**src/rtl/v_issue_ctrl_pkg.sv**
```systemverilog
// rtl/v_issue_ctrl_pkg.sv - shared types for the vector issue controller
package v_issue_ctrl_pkg;

  typedef enum logic [2:0] {
    VU_ALU  = 3'd0,
    VU_MUL  = 3'd1,
    VU_RED  = 3'd2,
    VU_SLDU = 3'd3,
    VU_LSU  = 3'd4,
    VU_NOP  = 3'd5
  } vunit_e;

  typedef enum logic [1:0] {
    WB_NONE = 2'd0,
    WB_VREG = 2'd1,
    WB_XREG = 2'd2,
    WB_RSVD = 2'd3
  } wb_sel_e;

  typedef enum logic [1:0] {
    IDLE  = 2'd0,
    ISSUE = 2'd1,
    WAIT  = 2'd2,
    WB    = 2'd3
  } issue_state_e;

  // unit stays raw so illegal codes 6-7 survive the trip through the FIFO
  typedef struct packed {
    logic [2:0] unit;
    logic [4:0] vd;
    wb_sel_e    wb_sel;
  } issue_op_t;

endpackage

```
**src/rtl/v_issue_fifo.sv**
```systemverilog
// rtl/v_issue_fifo.sv - synchronous FIFO of decoded issue ops
module v_issue_fifo
  import v_issue_ctrl_pkg::*;
#(
  parameter int DEPTH = 4,
  localparam int PW = $clog2(DEPTH),
  localparam int CW = PW + 1
) (
  input  logic          clk,
  input  logic          nrst,
  input  logic          push,
  input  issue_op_t     push_data,
  input  logic          pop,
  output issue_op_t     head,
  output logic          full,
  output logic          empty,
  output logic [CW-1:0] count
);

  issue_op_t     mem [DEPTH];
  logic [PW-1:0] wr_ptr;
  logic [PW-1:0] rd_ptr;
  logic          do_push;
  logic          do_pop;

  // full is judged on the registered count, so a same-cycle pop never frees a slot
  assign full    = (count == CW'(DEPTH));
  assign empty   = (count == '0);
  assign do_push = push && !full;
  assign do_pop  = pop && !empty;
  assign head    = mem[rd_ptr];

  always_ff @(posedge clk) begin
    if (do_push) mem[wr_ptr] <= push_data;
  end

  always_ff @(posedge clk) begin
    if (nrst) begin
      wr_ptr <= '0;
      rd_ptr <= '0;
      count  <= '0;
    end else begin
      if (do_push) wr_ptr <= wr_ptr + 1'b1;
      if (do_pop)  rd_ptr <= rd_ptr + 1'b1;
      count <= count + CW'(do_push) - CW'(do_pop);
    end
  end

endmodule

```
**src/rtl/v_issue_ctrl.sv**
```systemverilog
// rtl/v_issue_ctrl.sv - issues buffered vector ops one at a time and sequences writeback
module v_issue_ctrl
  import v_issue_ctrl_pkg::*;
#(
  parameter int FIFO_DEPTH     = 4,
  parameter int TIMEOUT_CYCLES = 255
) (
  input  logic                          clk,
  input  logic                          nrst,
  input  logic                          in_valid,
  output logic                          in_ready,
  input  logic [2:0]                    in_unit,
  input  logic [4:0]                    in_vd,
  input  logic [1:0]                    in_wb_sel,
  output logic [4:0]                    start,
  input  logic [4:0]                    done,
  output logic                          v_reg_wr_en,
  output logic                          x_reg_wr_en,
  output logic [4:0]                    wb_vd,
  output logic                          busy,
  output logic [$clog2(FIFO_DEPTH):0]   fifo_count,
  output logic                          err_timeout,
  output logic                          err_illegal,
  input  logic                          err_clr
);

  localparam int WDW = $clog2(TIMEOUT_CYCLES + 1);

  issue_state_e   state;
  issue_state_e   next_state;
  issue_op_t      in_op;
  issue_op_t      head;
  issue_op_t      op_q;
  logic           fifo_full;
  logic           fifo_empty;
  logic           pop;
  logic [WDW-1:0] wdog;
  logic           wd_clr;
  logic           set_timeout;
  logic           set_illegal;
  logic [4:0]     unit_mask;

  assign in_op = '{unit: in_unit, vd: in_vd, wb_sel: wb_sel_e'(in_wb_sel)};

  v_issue_fifo #(.DEPTH(FIFO_DEPTH)) u_fifo (
    .clk       (clk),
    .nrst      (nrst),
    .push      (in_valid),
    .push_data (in_op),
    .pop       (pop),
    .head      (head),
    .full      (fifo_full),
    .empty     (fifo_empty),
    .count     (fifo_count)
  );

  assign in_ready = !fifo_full;
  assign busy     = (state != IDLE) || !fifo_empty;

  // zero for NOP and illegal codes, so neither can start a unit or match a done bit
  assign unit_mask = (op_q.unit <= VU_LSU) ? (5'b00001 << op_q.unit) : 5'b00000;

  always_comb begin
    next_state  = state;
    pop         = 1'b0;
    start       = '0;
    v_reg_wr_en = 1'b0;
    x_reg_wr_en = 1'b0;
    wd_clr      = 1'b0;
    set_timeout = 1'b0;
    set_illegal = 1'b0;
    case (state)
      IDLE: begin
        if (!fifo_empty) begin
          pop        = 1'b1;
          next_state = ISSUE;
        end
      end
      ISSUE: begin
        wd_clr = 1'b1;
        if (op_q.unit == VU_NOP) begin
          next_state = WB;
        end else if (unit_mask != '0) begin
          start      = unit_mask;
          next_state = WAIT;
        end else begin
          set_illegal = 1'b1;
          next_state  = IDLE;
        end
      end
      WAIT: begin
        if ((done & unit_mask) != '0) begin
          next_state = WB;
        end else if (wdog == WDW'(TIMEOUT_CYCLES - 1)) begin
          set_timeout = 1'b1;
          next_state  = IDLE;
        end
      end
      WB: begin
        v_reg_wr_en = (op_q.wb_sel == WB_VREG);
        x_reg_wr_en = (op_q.wb_sel == WB_XREG);
        next_state  = IDLE;
      end
      default: next_state = IDLE;
    endcase
  end

  always_ff @(posedge clk) begin
    if (nrst) begin
      state       <= IDLE;
      op_q        <= '0;
      wdog        <= '0;
      wb_vd       <= '0;
      err_timeout <= 1'b0;
      err_illegal <= 1'b0;
    end else begin
      state <= next_state;
      if (pop) op_q <= head;
      if (wd_clr)             wdog <= '0;
      else if (state == WAIT) wdog <= wdog + 1'b1;
      // captured on entry to WB so it is valid alongside the write pulse and held afterwards
      if (next_state == WB) wb_vd <= op_q.vd;
      if (set_timeout)  err_timeout <= 1'b1;
      else if (err_clr) err_timeout <= 1'b0;
      if (set_illegal)  err_illegal <= 1'b1;
      else if (err_clr) err_illegal <= 1'b0;
    end
  end

endmodule

```
**config.mk**
```make
export PLATFORM = sky130hd
export DESIGN_NAME = v_issue_ctrl
export DESIGN_NICKNAME = d
export VERILOG_FILES = /design/src/rtl/v_issue_ctrl_pkg.sv /design/src/rtl/v_issue_fifo.sv /design/src/rtl/v_issue_ctrl.sv
export SDC_FILE = /design/constraint.sdc
export NUM_CORES = 1
export LEC_CHECK = 0
export CORE_AREA = 4 4 80 82
export CTS_CLUSTER_SIZE = 10
export DETAILED_ROUTE_END_ITERATION = 7
export DIE_AREA = 0 0 84 86
export GPL_TIMING_DRIVEN = 0
export PLACE_DENSITY = 0.77
export SYNTH_ARGS = -nofsm -noshare
export SYNTH_HDL_FRONTEND = slang
export SYNTH_SLANG_ARGS = --single-unit
export TNS_END_PERCENT = 30
```
**constraint.sdc**
```tcl
create_clock -name clk -period 6.1 [get_ports clk]
set_input_delay 1.22 -clock clk [delete_from_list [all_inputs] [get_ports clk]]
set_output_delay 1.22 -clock clk [all_outputs]
set_load 0.01 [all_outputs]
```
==> results of run 1 <==
-- cell families after synthesis --
group	share of synthesized area
mux	0.101
flops	0.620
xor+xnor	0.0288
simple gates	0.137
buf+inv	0.0342
compound gates	0.0404
fa+ha+maj	0.0396
-- report_power, final --
part           internal, mW  total (mW)  switching (mW)  leakage, nW
Combinational         0.233       0.486           0.253        0.560
Sequential            0.617       0.665          0.0480        0.644
Clock                 0.255       0.432           0.177        0.116
-- per-stage QoR --
stage | utilization | hold WS (ps)
CTS | 0.650 | 457
finish | 0.650 | 458
detailed placement | 0.609 | 449
global placement | 0.609 | 442
floorplan | - | 437
global route | 0.650 | 467
-- worst register-to-register path, stage by stage (launching register included) --
cell	delay, ps
dfxtp_1	350
nor3_1	250
nand2b_1	160
inv_1	110
buf_1	260
ha_1	340
inv_1	40
ha_1	190
fa_1	390
xnor2_1	180
xnor2_1	130
nor2_1	50
-- cell usage in the layout (no fill, tap or decap), types with 2 or more instances in the layout --
cell type	instances
mux4_2	10
mux2i_1	8
dfxtp_1	34
edfxtp_1	40
ha_1	8
nor3_1	4
a21oi_1	13
buf_1	2
bufinv_16	2
clkdlybuf4s50_1	37
xnor2_1	5
nand4_1	3
clkbuf_1	8
xor2_1	5
nand2_1	41
inv_1	10
buf_2	2
nor3b_1	5
or3_1	4
o21ai_0	3
nor2b_1	5
and3_1	5
clkbuf_8	11
nor2_1	15
nand3_1	3
-- final cells by class --
cell class              instances  area (µm²)  share of cell area
clock inverters                 5        85.1              0.0228
repair buffers                 37         370              0.0991
inverters                      10        37.5              0.0100
clock buffers                  11         151              0.0405
multi-input cells             147        1050               0.281
well taps                      75        93.8              0.0251
flip-flops and latches         74        1880               0.504
plain buffers                  14        66.3              0.0177
-- routing by layer --
metal  global-route usage  share of wire
met1                0.187           0.45
met2                0.277           0.50
met3               0.0557          0.047
met4               0.0395         0.0074
met5                    0              0
-- worst paths after layout --
path | startpoint | end | slack, ps | cells past startpoint
worst max-delay path | state[0] | start[0] | 2850 | 4
worst min-delay path | op_q[6] | op_q[6] | 460 | 2
worst max register to register | u_fifo.count[1] | u_fifo.count[2] | 3550 | 11
worst min register to register | op_q[6] | op_q[6] | 460 | 2
-- registers in the layout, indices dropped and copies added, names as in the netlist, 2 cells and up --
name,count
op_q,10
state,2
u_fifo.count,3
u_fifo.mem,40
u_fifo.rd_ptr,2
u_fifo.wr_ptr,2
wb_vd,5
wdog,8
==> summary.txt, run 1 <==
Finish
  – Syn-to-layout area delta: 23.1%
  – Cell area after layout: 3740 µm²
  – Proportion of layout cells with a drive suffix above 1: 0.111
  – NumNets Final: 321
  – Number of fill cells: 437
  – Non-Filler Instances: 373
  – Final antenna diode count: 0

Global route
  – GRT Util Overall: 0.158
  – First-pass GRT wire length: 8950 µm
  – Grt ovf: 0
  – Largest net degree at the start of global routing: 14
  – Initial antenna violation count: 0
  – Vias in the first global route: 1,888

Timing
  – Fmax: 307 MHz
  – Final Max Slew Viols: 0
  – Slew HR: 0.610
  – Worst Tran Pin Value: 586 ps
  – Setup tns final: 0 ps
  – Clk_skew: 13.6 ps
  – Final period utilization: 0.533
  – Final setup violating endpoints: 0
  – Final Hold Fails: 0
  – Final setup margin: 2850 ps
  – RSZ-0062 raised after global routing: no
  – Clock period minus worst slack: 3250 ps

Clock network
  – TritonCTS clock tree: yes
  – Longest Clk Path Bufs: 2
  – CTS sink cnt: 74
  – Clock latency on the worst-skew pair: 340 ps
  – Setup bufs post-CTS: 0
  – CTS Buf Count: 9
  – Post-CTS resize count: 0
  – Root buffer cell: clkbuf_8
  – # H-tree levels: 3
  – Cts hold-fix bufs: 0
  – Reg clk slew, reported paths: 70 ps

Logic synthesis
  – Most frequent cell after synthesis: nand2_1
  – Mapped cell area: 3040 µm²
  – Cells after Synth: 245
  – Synth top area cells: edfxtp_1, dfxtp_1, mux4_2
  – Number of synthesized flops with an enable pin: 40
  – Warnings from Yosys: 0
  – Post-Syn Nets: 273
  – FF+latch count, synth: 74
  – Yosys cell types: 34
  – Share of flip-flops with an asynchronous set or reset: 0
  – Post-synthesis sequential area ratio: 0.620
  – Synth top area share: 0.396
  – Dominant cell type by area after synthesis: edfxtp_1
  – Synth Flop Type: edfxtp_1
  – Most frequent cells after synthesis: nand2_1, edfxtp_1, dfxtp_1, nor2_1, a21oi_1
  – Syn avg cell area: 12.4 µm²

Die
  – Core Region: 5750 µm²
  – Chip height: 86 µm
  – Die X: 84 µm
  – Site row count: 28
  – Total die area: 7220 µm²
  – Initial core utilization: 0.529
  – I/O pin count: 38

Setup path
  – CP max stage delay: 570 ps
  – WP buf/inv: 1
  – CP arrival: 2030 ps
  – Critical path's top delay family: simple AND/OR/NAND/NOR gates
  – Critical-path top delay cell: clkdlybuf4s50_1
  – Cell chain of the critical path: nor2b_1 -> nor2b_1 -> nor3b_1 -> clkdlybuf4s50_1
  – Crit path max fanout: 5
  – Required @ worst endpoint: 4880 ps
  – Most frequent CP cell: nor2b_1
  – CP Launch Type: flop
  – Critical Path Sink Type: primary output
  – WS Path Type: flop to primary output

Routing
  – WL final: 5140 µm
  – WL/cell: 13.8 µm
  – Vias after detailed routing: 1,894
  – DRC: 0
  – Antenna Nets Post-Route: 0
  – Vias/cell: 5.08
  – Initial DRC count: 81
  – Drt pass-1 iters: 4

Place
  – GP Congestion: 0.771
  – Area after DPL: 3500 µm²
  – Placed Cells incl. Taps: 357
  – Place WS: 3000 ps
  – Port buffer count: 37
  – DP HPWL: 3630 µm

Power and ir drop
  – VDD IR max: 268 µV
  – Lkg Pwr: 1.32 nW
  – Total power: 1.58 mW
  – PD cells: 424 nW/µm²

Hold path
  – Min-delay worst type: flop to flop

Outcome
  – Outcome: complete, no violations

Flow run
  – Max Cap Viol: 0
No activity file was read; power rests on OpenSTA's default activity.
==> inputs of run 2 (changes only) <==
Settings changed: CORE_AREA 4 4 80 82 to 4 4 84 86, DIE_AREA 0 0 84 86 to 0 0 88 90, PLACE_DENSITY 0.77 to 0.73.
Clock period 6.1 ns to 2.9 ns, I/O delays scaled along.
==> summary.txt, run 2 (synthesis gave the netlist of run 1 again) <==
Outcome
  – Outcome: complete, no violations

Die
  – Chip height: 90 µm (+4.7%)
  – Total die area: 7920 µm² (+9.6%)
  – Die X: 88 µm (+4.8%)
  – Core Region: 6280 µm² (+9.3%)
  – Site row count: 29 (+3.6%)
  – Initial core utilization: 0.484 (-0.0448)
  – I/O pin count: 38 (unchanged)

Setup path
  – WP buf/inv: 1 (unchanged)
  – CP Launch Type: flop
  – Required @ worst endpoint: 2320 ps (-2560 ps)
  – CP max stage delay: 560 ps (about the same)
  – WS Path Type: flop to primary output
  – Worst Reg-to-Reg Cells: 11 (unchanged)
  – CP arrival: 2070 ps (+40 ps)
  – Critical path's top delay family: simple AND/OR/NAND/NOR gates
  – Cell chain of the critical path: nor2b_1 -> nor2b_1 -> nor3b_1 -> clkdlybuf4s50_1
  – R2R Path End: u_fifo.count[2]
  – Reg2reg start: u_fifo.count[1]
  – Reg-to-reg slack, setup: 400 ps (-3150 ps)
  – Crit path max fanout: 5 (unchanged)
  – Critical-path top delay cell: clkdlybuf4s50_1
  – Most frequent CP cell: nor2b_1
  – Critical Path Sink Type: primary output

Clock network
  – Reg clk slew, reported paths: 70 ps (about the same)
  – Setup bufs post-CTS: 0 (unchanged)
  – Root buffer cell: clkbuf_8
  – Post-CTS resize count: 0 (unchanged)
  – CTS Buf Count: 9 (unchanged)
  – TritonCTS clock tree: yes
  – # H-tree levels: 3 (unchanged)
  – CTS sink cnt: 74 (unchanged)
  – Clock latency on the worst-skew pair: 340 ps (about the same)
  – Longest Clk Path Bufs: 2 (unchanged)
  – Cts hold-fix bufs: 0 (unchanged)

Finish
  – Registers with the most flip-flops: u_fifo.mem (40), op_q (10), wdog (8)
  – Final antenna diode count: 0 (unchanged)
  – Cell area after layout: 3760 µm² (+0.74%)
  – Proportion of layout cells with a drive suffix above 1: 0.108 (-0.00299)
  – Syn-to-layout area delta: 24.0%
  – Commonest non-fill, non-tap cell in the layout: nand2_1
  – Max reg flops: 40 (unchanged)
  – NumNets Final: 321 (unchanged)
  – Commonest cells after routing, fill and taps aside: nand2_1, edfxtp_1, clkdlybuf4s50_1, dfxtp_1, nor2_1
  – Number of fill cells: 504 (+15%)
  – Most flops, register: u_fifo.mem

Global route
  – Global routing's busiest layer: met2
  – First-pass GRT wire length: 8810 µm (-1.5%)
  – Largest net degree at the start of global routing: 14 (unchanged)
  – Vias in the first global route: 1,830 (-3.1%)
  – Met3 Track Usage GR: 0.0430 (-0.0128)
  – Initial antenna violation count: 0 (unchanged)
  – Grt met2 use: 0.231 (-0.0458)
  – GRT Util Overall: 0.147 (-0.0116)
  – GR Layer Usage met1: 0.179 (-0.00821)
  – Grt ovf: 0 (unchanged)

Power and ir drop
  – Clock power share: 0.300 (+0.027)
  – NetSw: 1.00 mW (+110%)
  – Lkg Pwr: 1.33 nW (+1.1%)
  – Comb pwr share: 0.294 (-0.013)
  – Sw frac: 0.290 (-0.0118)
  – Seq pwr share: 0.406 (-0.014)
  – PD cells: 916 nW/µm² (+120%)
  – VDD IR max: 598 µV (+120%)
  – Pint: 2.45 mW (+120%)

Timing
  – Clk_skew: 8.08 ps (-5.55 ps)
  – Final setup violating endpoints: 0 (unchanged)
  – Final Hold Fails: 0 (unchanged)
  – Clock period minus worst slack: 2650 ps
  – Final Max Slew Viols: 0 (unchanged)
  – Worst Tran Pin Value: 605 ps (+19.2 ps)
  – Slew HR: 0.597 (-0.0128)
  – Setup tns final: 0 ps (unchanged)
  – RSZ-0062 raised after global routing: no
  – Fmax: 377 MHz
  – Final period utilization: 0.914

Routing
  – Antenna Nets Post-Route: 0 (unchanged)
  – Vias/cell: 4.97 (-2.2%)
  – Vias after detailed routing: 1,858 (-1.9%)
  – Initial DRC count: 78 (-3.7%)
  – WL final: 5160 µm (+0.29%)
  – DRC: 0 (unchanged)
  – WL/cell: 13.8 µm (about the same)
  – Drt pass-1 iters: 5 (+1)

Hold path
  – Hold depth: 2 (unchanged)
  – Hold endpoint: wb_vd[0]
  – Min-delay worst type: flop to flop
  – Hold wc startpoint: wb_vd[0]

Flow run
  – Max Cap Viol: 0 (unchanged)

Place
  – Area after DPL: 3500 µm² (about the same)
  – GP Congestion: 0.756 (-2.0%)
  – DP HPWL: 3630 µm (about the same)
  – Port buffer count: 37 (unchanged)
## run 2: layout make-up
| class | count | area (µm²) | share of cell area |
|---|---|---|---|
| multi-input cells | 147 | 1050 | 0.279 |
| clock inverters | 6 | 138 | 0.0366 |
| inverters | 10 | 37.5 | 0.00997 |
| well taps | 77 | 96.3 | 0.0256 |
| repair buffers | 37 | 370 | 0.0984 |
| flip-flops and latches | 74 | 1880 | 0.500 |
| clock buffers | 9 | 124 | 0.0329 |
| plain buffers | 14 | 66.3 | 0.0176 |
## run 2: through the flow
stage          hold WS, ps  cells   util  worst slack [ps]  total power [mW]
2_1_floorplan          437    245      -               599              2.15
3_3_place_gp           446    359  0.558               401              2.43
3_5_place_dp           454    359  0.558               372              2.46
4_1_cts                464    374  0.600               222              3.49
5_1_grt                479    374  0.600              7.72              3.69
6_report               458    374  0.600               248              3.45
## run 2: worst max path at each step
stage	startpoint	to	slack [ps]	depth (start not counted)
2_1_floorplan	u_fifo.count[1]	u_fifo.count[2]	600	11
3_3_place_gp	u_fifo.count[1]	u_fifo.count[2]	400	11
3_5_place_dp	u_fifo.count[1]	u_fifo.count[2]	370	11
4_1_cts	state[0]	start[0]	220	4
5_1_grt	state[0]	start[0]	8	4
6_report	state[0]	start[0]	250	4
## run 2: worst min-delay path, stage by stage, from the launching register on
cell and delay, ps:
dfxtp_1 310, nand2_1 50, mux2i_1 50
## run 2: power groups by stage
stage	Sequential, mW	Combinational, mW	Clock, mW
floorplan	1.41	0.743	0
global placement	1.42	1.01	0
detailed placement	1.43	1.03	0
CTS	1.40	1.03	1.05
global route	1.42	1.16	1.10
finish	1.40	1.01	1.03
## run 2: per-layer routing
metal | vias to the layer above | wire (µm)
met5 | - | 0
met4 | 0 | 121
met3 | 8 | 288
met2 | 40 | 2540
met1 | 853 | 2210
li1 | 957 | -
==> inputs of run 3 (changes only) <==
Settings changed: REMOVE_ABC_BUFFERS set to 1.
==> summary.txt, run 3 (synthesis gave the netlist of run 1 again) <==
Clock network
  – Root buffer cell: clkbuf_8
  – TritonCTS clock tree: yes
  – # H-tree levels: 3 (unchanged)
  – Reg clk slew, reported paths: 70 ps (about the same)
  – Clock latency on the worst-skew pair: 340 ps (about the same)
  – CTS Buf Count: 9 (unchanged)
  – CTS sink cnt: 74 (unchanged)
  – Longest Clk Path Bufs: 2 (unchanged)
  – Cts hold-fix bufs: 0 (unchanged)

Setup path
  – CP max stage delay: 570 ps (about the same)
  – Most frequent CP cell: nor2b_1
  – WP buf/inv: 1 (unchanged)
  – WS Path Type: flop to primary output
  – Critical-path top delay cell: clkdlybuf4s50_1
  – Crit path max fanout: 5 (unchanged)
  – Critical path's top delay family: simple AND/OR/NAND/NOR gates
  – CP Launch Type: flop
  – CP arrival: 2060 ps (about the same)
  – Required @ worst endpoint: 2320 ps (about the same)
  – Critical Path Sink Type: primary output
  – Cell chain of the critical path: nor2b_1 -> nor2b_1 -> nor3b_1 -> clkdlybuf4s50_1

Global route
  – Met3 Track Usage GR: 0.0356 (-0.00731)
  – Initial antenna violation count: 0 (unchanged)
  – GRT Util Overall: 0.139 (-0.00757)
  – Grt met2 use: 0.216 (-0.0151)
  – Grt ovf: 0 (unchanged)
  – Largest net degree at the start of global routing: 22 (+8)
  – GR Layer Usage met1: 0.180 (+0.000753)
  – First-pass GRT wire length: 8550 µm (-3.0%)
  – Global routing's busiest layer: met2
  – Vias in the first global route: 1,853 (+1.3%)

Power and ir drop
  – Pint: 2.30 mW (-5.9%)
  – Sw frac: 0.306 (+0.0155)
  – Total power: 3.32 mW (-3.8%)
  – PD cells: 897 nW/µm² (-2.1%)
  – NetSw: 1.01 mW (+1.4%)
  – Lkg Pwr: 1.30 nW (-2.6%)
  – VDD IR max: 500 µV (-16%)
  – Comb pwr share: 0.294 (about the same)
  – Seq pwr share: 0.447 (+0.041)
  – Clock power share: 0.259 (-0.041)

Timing
  – Final Hold Fails: 0 (unchanged)
  – Final Max Slew Viols: 0 (unchanged)
  – Clk_skew: 7.69 ps (-0.397 ps)
  – Final setup margin: 258 ps (+9.50 ps)
  – Slew HR: 0.482 (-0.114)
  – Setup tns final: 0 ps (unchanged)
  – RSZ-0062 raised after global routing: no
  – Clock period minus worst slack: 2640 ps (-9.50 ps)
  – Fmax: 378 MHz (+0.36%)
  – Final setup violating endpoints: 0 (unchanged)
  – Worst Tran Pin Value: 774 ps (+169 ps)
  – Final period utilization: 0.911 (-0.00328)

Place
  – GP Congestion: 0.694 (-8.2%)
  – Placed Cells incl. Taps: 345 (-3.9%)
  – Port buffer count: 37 (unchanged)
  – DP HPWL: 3480 µm (-4.2%)
  – Place WS: 108 ps (-264 ps)

Finish
  – Commonest cells after routing, fill and taps aside: nand2_1, edfxtp_1, clkdlybuf4s50_1, dfxtp_1, nor2_1
  – NumNets Final: 312 (-2.8%)
  – Max reg flops: 40 (unchanged)
  – Final antenna diode count: 0 (unchanged)
  – Seq. cell area: 1880 µm² (unchanged)
  – Non-Filler Instances: 366 (-2.1%)
  – Registers with the most flip-flops: u_fifo.mem (40), op_q (10), wdog (8)
  – Multi-input gate area: 1050 µm² (+0.24%)
  – Number of fill cells: 536 (+6.3%)
  – Layout Utilization: 0.589 (-0.0104)
  – Syn-to-layout area delta: 21.8%
  – Commonest non-fill, non-tap cell in the layout: nand2_1
  – Proportion of layout cells with a drive suffix above 1: 0.121 (+0.0134)
  – Most flops, register: u_fifo.mem

Die
  – Site row count: 29 (unchanged)
  – Die X: 88 µm (unchanged)
  – Initial core utilization: 0.484 (unchanged)
  – Chip height: 90 µm (unchanged)
  – Core Region: 6280 µm² (unchanged)
  – I/O pin count: 38 (unchanged)
  – Total die area: 7920 µm² (unchanged)

Routing
  – DRC: 0 (unchanged)
  – Vias/cell: 5.11 (+3.0%)
  – WL/cell: 14.1 µm (+2.3%)
  – Initial DRC count: 92 (+18%)
  – Drt pass-1 iters: 4 (-1)
  – Vias after detailed routing: 1,872 (+0.75%)
  – WL final: 5160 µm (about the same)
  – Antenna Nets Post-Route: 0 (unchanged)

Outcome
  – Outcome: complete, no violations

Flow run
  – Max Cap Viol: 0 (unchanged)

Hold path
  – Min-delay worst type: flop to flop
run 3: path summary, 6_finish.rpt:
path	cells past startpoint	from	slack, ps	end
min	2	wb_vd[0]	460	wb_vd[0]
max reg2reg	10	u_fifo.count[1]	310	u_fifo.count[2]
max	4	state[0]	260	start[0]
min reg2reg	2	wb_vd[0]	460	wb_vd[0]
run 3: tightest hold or removal path, delay by kind of cell (launching register included):
family | cells | cell delay, ps
and+or+nand+nor | 1 | 50
muxes | 1 | 50
DFF | 1 | 310
run 3: repair_timing:
item | 4_1_cts | 5_1_grt
resized for setup | 0 | 2
setup endpoints to repair | 0 | 1
setup buffers | 0 | 5
endpoints found under the hold margin | 0 | 0
run 3: final cells by class:
class / instances / area share
Clock buffer: 10 / 0.0345
Clock inverter: 6 / 0.0247
Inverter: 10 / 0.0112
Multi-Input combinational cell: 147 / 0.285
Sequential cell: 74 / 0.509
Tap cell: 77 / 0.0260
Timing Repair Buffer: 42 / 0.110
run 3: power groups by stage:
stage | combinational (mW) | clock (mW) | sequential, mW
3_3_place_gp | 0.867 | 0 | 1.50
6_report | 0.977 | 0.858 | 1.48
4_1_cts | 0.888 | 0.880 | 1.49
3_5_place_dp | 0.882 | 0 | 1.51
2_1_floorplan | 0.623 | 0 | 1.47
5_1_grt | 1.10 | 0.929 | 1.52
run 3: per-layer routing:
layer / share of wire / vias to the layer above
li1: - / 937
met1: 0.44 / 886
met2: 0.49 / 41
met3: 0.058 / 8
met4: 0.018 / 0
met5: 0 / -
run 3: per-stage QoR:
step / instance area [µm²] / hold slack [ps]
after floorplan: 2970 / 431
after global placement: 3440 / 444
after detailed placement: 3440 / 448
after CTS: 3660 / 462
after global routing: 3700 / 491
final: 3700 / 460
